===== config.mk =====
export PLATFORM = sky130hd
export DESIGN_NAME = pokey_serout_tx_flat
export DESIGN_NICKNAME = d
export VERILOG_FILES = /design/src/rtl/pokey_serout_tx_if.sv /design/src/rtl/pokey_serout_tx.sv /design/src/flat_wrapper.sv
export SDC_FILE = /design/constraint.sdc
export NUM_CORES = 1
export LEC_CHECK = 0
export ABC_CLOCK_PERIOD_IN_PS = 2570
export CAP_MARGIN = 20
export CORE_MARGIN = 5
export CORE_UTILIZATION = 46
export CTS_CLUSTER_DIAMETER = 60
export DETAILED_ROUTE_END_ITERATION = 16
export PLACE_DENSITY = 0.72
export SKIP_CTS_REPAIR_TIMING = 1
export SLEW_MARGIN = 20
export SYNTH_ARGS = -nofsm -noshare
export SYNTH_HDL_FRONTEND = slang
export SYNTH_SLANG_ARGS = --single-unit

===== constraint.sdc =====
create_clock -name clk -period 2.57 [get_ports clk]
set_clock_uncertainty 0.1 [all_clocks]
set_input_delay 0.514 -clock clk [delete_from_list [all_inputs] [get_ports clk]]
set_output_delay 0.514 -clock clk [all_outputs]
set_load 0.01 [all_outputs]

===== src/rtl/pokey_serout_tx_if.sv =====
`default_nettype none
// ============================================================================
// Module  : pokey_serout_tx_if
// Purpose : Bus bundle between the POKEY core and the SEROUT transmitter.
//           Optional force-break wire present with POKEY_SEROUT_BREAK_EN.
// Rev     : 1.0  initial release
// ============================================================================
interface pokey_serout_tx_if;
    logic       enp;
    logic       bit_tick;
    logic       wr;
    logic [7:0] din;
`ifdef POKEY_SEROUT_BREAK_EN
    logic       force_break;
`endif
    logic       sout;
    logic       need_data;
    logic       done;
    logic       busy;

    modport master (
        output enp, bit_tick, wr, din,
`ifdef POKEY_SEROUT_BREAK_EN
        output force_break,
`endif
        input  sout, need_data, done, busy
    );

    modport slave (
        input  enp, bit_tick, wr, din,
`ifdef POKEY_SEROUT_BREAK_EN
        input  force_break,
`endif
        output sout, need_data, done, busy
    );
endinterface
`default_nettype wire


===== src/rtl/pokey_serout_tx.sv =====
`default_nettype none
// ============================================================================
// Module  : pokey_serout_tx
// Purpose : POKEY SEROUT transmitter: holding register, 8N1 shifter, SEROR /
//           SEROC interrupt sources. Macro POKEY_SEROUT_BREAK_EN adds break.
// Rev     : 1.0  initial release
// ============================================================================
module pokey_serout_tx (
    input  wire logic         clk,
    input  wire logic         rst_n,
    pokey_serout_tx_if.slave  bus
);

    localparam logic [1:0] c_IDLE  = 2'd0;
    localparam logic [1:0] c_START = 2'd1;
    localparam logic [1:0] c_DATA  = 2'd2;
    localparam logic [1:0] c_STOP  = 2'd3;

    logic [1:0] state_q,     state_d;
    logic [7:0] hold_q,      hold_d;
    logic       hold_full_q, hold_full_d;
    logic [7:0] shreg_q,     shreg_d;
    logic [2:0] cnt_q,       cnt_d;
    logic       sout_fsm_q,  sout_fsm_d;
    logic       need_data_q, need_data_d;
    logic       done_q,      done_d;
    logic       busy_q,      busy_d;

    logic w_tick;
    logic w_wr;
    logic w_xfer;

    assign w_tick = bus.enp & bus.bit_tick;
    assign w_wr   = bus.enp & bus.wr;

    // State register: everything advances only on enp-qualified edges.
    always_ff @(posedge clk or negedge rst_n) begin
        if (!rst_n) begin
            state_q     <= c_IDLE;
            hold_q      <= 8'h00;
            hold_full_q <= 1'b0;
            shreg_q     <= 8'h00;
            cnt_q       <= 3'd0;
            sout_fsm_q  <= 1'b1;
            need_data_q <= 1'b0;
            done_q      <= 1'b1;
            busy_q      <= 1'b0;
        end else if (bus.enp) begin
            state_q     <= state_d;
            hold_q      <= hold_d;
            hold_full_q <= hold_full_d;
            shreg_q     <= shreg_d;
            cnt_q       <= cnt_d;
            sout_fsm_q  <= sout_fsm_d;
            need_data_q <= need_data_d;
            done_q      <= done_d;
            busy_q      <= busy_d;
        end
    end

    // Next-state logic.
    always_comb begin
        state_d     = state_q;
        hold_d      = hold_q;
        hold_full_d = hold_full_q;
        shreg_d     = shreg_q;
        cnt_d       = cnt_q;
        sout_fsm_d  = sout_fsm_q;
        w_xfer      = 1'b0;

        if (w_tick) begin
            case (state_q)
                c_IDLE: begin
                    w_xfer = hold_full_q;
                end
                c_START: begin
                    state_d    = c_DATA;
                    sout_fsm_d = shreg_q[0];
                    shreg_d    = {1'b0, shreg_q[7:1]};
                    cnt_d      = 3'd0;
                end
                c_DATA: begin
                    if (cnt_q == 3'd7) begin
                        state_d    = c_STOP;
                        sout_fsm_d = 1'b1;
                    end else begin
                        sout_fsm_d = shreg_q[0];
                        shreg_d    = {1'b0, shreg_q[7:1]};
                        cnt_d      = cnt_q + 3'd1;
                    end
                end
                default: begin
                    if (hold_full_q) begin
                        w_xfer = 1'b1;
                    end else begin
                        state_d    = c_IDLE;
                        sout_fsm_d = 1'b1;
                    end
                end
            endcase
        end

        // Transfer uses the old holding byte; a simultaneous write refills it.
        if (w_xfer) begin
            shreg_d     = hold_q;
            hold_full_d = 1'b0;
            state_d     = c_START;
            sout_fsm_d  = 1'b0;
        end
        if (w_wr) begin
            hold_d      = bus.din;
            hold_full_d = 1'b1;
        end

        need_data_d = w_xfer;
        done_d      = (state_d == c_IDLE) && !hold_full_d;
        busy_d      = (state_d != c_IDLE);
    end

`ifdef POKEY_SEROUT_BREAK_EN
    logic sout_q, sout_d;

    // Break only masks the line; the frame engine keeps running underneath.
    always_comb begin
        sout_d = bus.force_break ? 1'b0 : sout_fsm_d;
    end

    always_ff @(posedge clk or negedge rst_n) begin
        if (!rst_n) begin
            sout_q <= 1'b1;
        end else if (bus.enp) begin
            sout_q <= sout_d;
        end
    end
`endif

    // Output logic.
    always_comb begin
`ifdef POKEY_SEROUT_BREAK_EN
        bus.sout      = sout_q;
`else
        bus.sout      = sout_fsm_q;
`endif
        bus.need_data = need_data_q;
        bus.done      = done_q;
        bus.busy      = busy_q;
    end

endmodule
`default_nettype wire


===== src/flat_wrapper.sv =====
// flat-port wrapper written by rule: the top's interface ports become plain ports
module pokey_serout_tx_flat 
  (clk, rst_n, bus_enp, bus_bit_tick, bus_wr, bus_din, bus_sout, bus_need_data, bus_done, bus_busy);
  pokey_serout_tx_if bus_i ();
  input  wire logic clk;
  input  wire logic rst_n;
  input wire logic [$bits(bus_i.enp)-1:0] bus_enp;
  input wire logic [$bits(bus_i.bit_tick)-1:0] bus_bit_tick;
  input wire logic [$bits(bus_i.wr)-1:0] bus_wr;
  input wire logic [$bits(bus_i.din)-1:0] bus_din;
  output wire logic [$bits(bus_i.sout)-1:0] bus_sout;
  output wire logic [$bits(bus_i.need_data)-1:0] bus_need_data;
  output wire logic [$bits(bus_i.done)-1:0] bus_done;
  output wire logic [$bits(bus_i.busy)-1:0] bus_busy;
  assign bus_i.enp = bus_enp;
  assign bus_i.bit_tick = bus_bit_tick;
  assign bus_i.wr = bus_wr;
  assign bus_i.din = bus_din;
  assign bus_sout = bus_i.sout;
  assign bus_need_data = bus_i.need_data;
  assign bus_done = bus_i.done;
  assign bus_busy = bus_i.busy;
  pokey_serout_tx u_core (.clk(clk), .rst_n(rst_n), .bus(bus_i));
endmodule

==> out/summary.txt <==
Total routed wirelength = 2.208 mm
Final setup margin = 512.3 ps
Post-synth EDFFs = 0
Final setup viols = 0
Crit. End Element = flop
Max-slew violation count = 0
Syn Nets = 132
Max VDD drop = 0.6190 mV
Total clock sinks = 26
Top cells by area, synth = dfrtp_1 46%, mux2_2 6.9%, ha_1 5.8%, o21ai_0 5.8%, mux2i_1 5.4%
Clk_lat worst skew = 320 ps
Core area = 2734 µm²
Avg Vias per Cell = 5.444
Post-route design area = 1525 µm²
Area taken by multi-input logic gates = 598.1 µm²
Synth warn = 0
F_max = 486.0 MHz
Mapped Cells = 113
Clock root buffer = clkbuf_4
Final Cycle Share = 80.06%
Worst-path cell chain = inv_1, ha_1, and2_1, a221o_1, or3_1, o22ai_2
Sequential share of the synthesized area = 50.39%
Share of cells above drive strength 1 = 17.83%
Via count = 871
Flip-flop and latch area = 653.1 µm²
CP bufs+invs = 1
Final hold viol count = 0
Wirelength per Cell = 13.80 µm
Share of Yosys cell area claimed by the top area cell type = 46.33%
Grt ovf = 0
Die W = 63.09 µm
Clock transition at the registers of the reported paths = 140 ps
GPL Wtd Cong = 0.7896
Synth area leader = dfrtp_1
DR pass1 iterations = 4
Total negative slack = 0 ps
Yosys reg bits = 26
Worst EP required = 2730 ps
Total CTS buffers = 3
Top-count cell post-synth = dfrtp_1
Pwr Total = 1.559 mW
Fillers = 232
Ys flop type = dfrtp_1
Ant diodes = 0
Pwr Density = 1022 nW/µm²
FP Rows = 19
Total GRT Usage = 11.55%
Status = finished clean
Async SR Flop Fraction = 100.0%
Area grow syn2layout = 17.66%
Met2 GRT Util = 19.10%
CP startpoint kind = flop
Top Usage Layer GRT = met2
Fin util = 55.79%
Arr. time, crit path = 2220 ps
Crit Path Max Fanout = 6
Clock Path Buffers = 2
Initial antenna violation count = 0
Placed instance area = 1473 µm²
Initial core utilization = 47.41%
Met1 usage = 14.86%
Crit path max-delay family = simple AND/OR/NAND/NOR gates
CP Class = flop to flop
Detailed Route Iter0 Violations = 8
RSZ-0062 raised after global routing = no
Worst-Margin Slew = 500.0 ps
PortBufs = 16
Synthesized cell area = 1296 µm²
Global-route met3 utilization = 3.552%
Largest net degree at the start of global routing = 27
Yosys cell types = 34
DRC viols = 0
DIE HEIGHT = 63.09 µm
Worst path slowest cell = dfrtp_1
Post-DRT Antenna Nets = 0
CTS tree = done
Max H-tree Level = 1
First-pass GRT wire length = 3.760 mm
Cell leakage power = 0.6930 nW
Slowest cell delay on critical path = 410 ps
Rel. slew slack = 66.66%
Final HPWL DP = 1.616 mm
I/O pin count = 17
Final Net Count = 149
Synth cell count leaders = 24 x dfrtp_1, 15 x nand2_1, 15 x o21ai_0, 8 x mux2_2, 7 x mux2i_1
Die ar. = 3980 µm²
Post-synthesis area per instance = 11.47 µm²
Placement Setup Slack = 259.5 ps
Worst min-delay path category = flop to flop
Vias in the first global route = 838
Crit path time final = 2058 ps
Max Cap Viol = 0
-- state kept, by name (all words and copies together) (netlist names) --
name and flops:
u_core.hold_full_q 1, u_core.hold_q 8, u_core.shreg_q 8, u_core.bus.done 1, u_core.state_q 2, u_core.bus.sout 1
u_core.bus.need_data 1, u_core.cnt_q 3, u_core.bus.busy 1
-- final timing paths --
kind | startpoint | to | slack [ps] | depth (start not counted)
setup / recovery | u_core.state_q[0]$_DFFE_PN0P_ | u_core.bus.done$_DFFE_PN1P_ | 510 | 6
hold / removal | u_core.shreg_q[0]$_DFFE_PN0P_ | u_core.shreg_q[0]$_DFFE_PN0P_ | 400 | 2
setup reg to reg | u_core.state_q[0]$_DFFE_PN0P_ | u_core.bus.done$_DFFE_PN1P_ | 510 | 6
hold reg to reg | u_core.shreg_q[0]$_DFFE_PN0P_ | u_core.shreg_q[0]$_DFFE_PN0P_ | 400 | 2
max in group asynchronous | rst_n | u_core.bus.done$_DFFE_PN1P_ | 1640 | 2
min in group asynchronous | rst_n | u_core.cnt_q[0]$_DFFE_PN0P_ | 430 | 2
-- logic make-up (layout without fill, tap and decap cells) --
family	count (synthesis)	in the layout	share of synthesized area (%)
flops	26	26	50.39
fa+ha+maj	6	6	5.791
buf+inv	9	25	3.474
compound gates	32	32	18.24
mux	15	15	12.36
simple gates	25	25	9.749
-- tightest hold or removal path, stage by stage, from the launching register on --
cell	delay (ps)
dfrtp_1	370
nand2_1	50
o21ai_0	60
-- layout by cell type (no fill, tap or decap), types with 2 or more instances in the layout --
master | netlist | routed
a21oi_1 | 2 | 2
a22o_1 | 3 | 3
and2_1 | 2 | 2
clkbuf_4 | 0 | 3
clkdlybuf4s50_1 | 0 | 16
dfrtp_1 | 24 | 24
dfstp_2 | 2 | 2
ha_1 | 6 | 6
inv_1 | 4 | 4
mux2_2 | 8 | 8
mux2i_1 | 7 | 7
nand2_1 | 15 | 15
o21ai_0 | 15 | 15
-- metrics by stage --
step / cells / hold slack [ps]
final: 160 / 399.9
after global routing: 160 / 419.2
after floorplan: 113 / 118.4
after detailed placement: 156 / 372.5
after global placement: 156 / 363.1
after CTS: 160 / 404.9
-- layout make-up --
class | instances | area share (%)
multi-input cells | 78 | 39.21
well taps | 31 | 2.543
clock buffers | 3 | 1.477
repair buffers | 17 | 10.99
inverters | 4 | 0.9844
flip-flops and latches | 26 | 42.82
clock inverters | 1 | 1.969
-- where the power goes --
part	internal [mW]	leakage [nW]	switching, mW
Sequential	0.557	0.317	0.0977
Clock	0.158	0.0279	0.121
Combinational	0.294	0.348	0.332
-- per-layer routing --
layer | part of all wire (%) | routed length (µm)
met3 | 4.4 | 97
met2 | 47 | 1040
met5 | 0 | 0
met4 | 0.77 | 17
met1 | 48 | 1052
(Power assumes the default switching activity.)
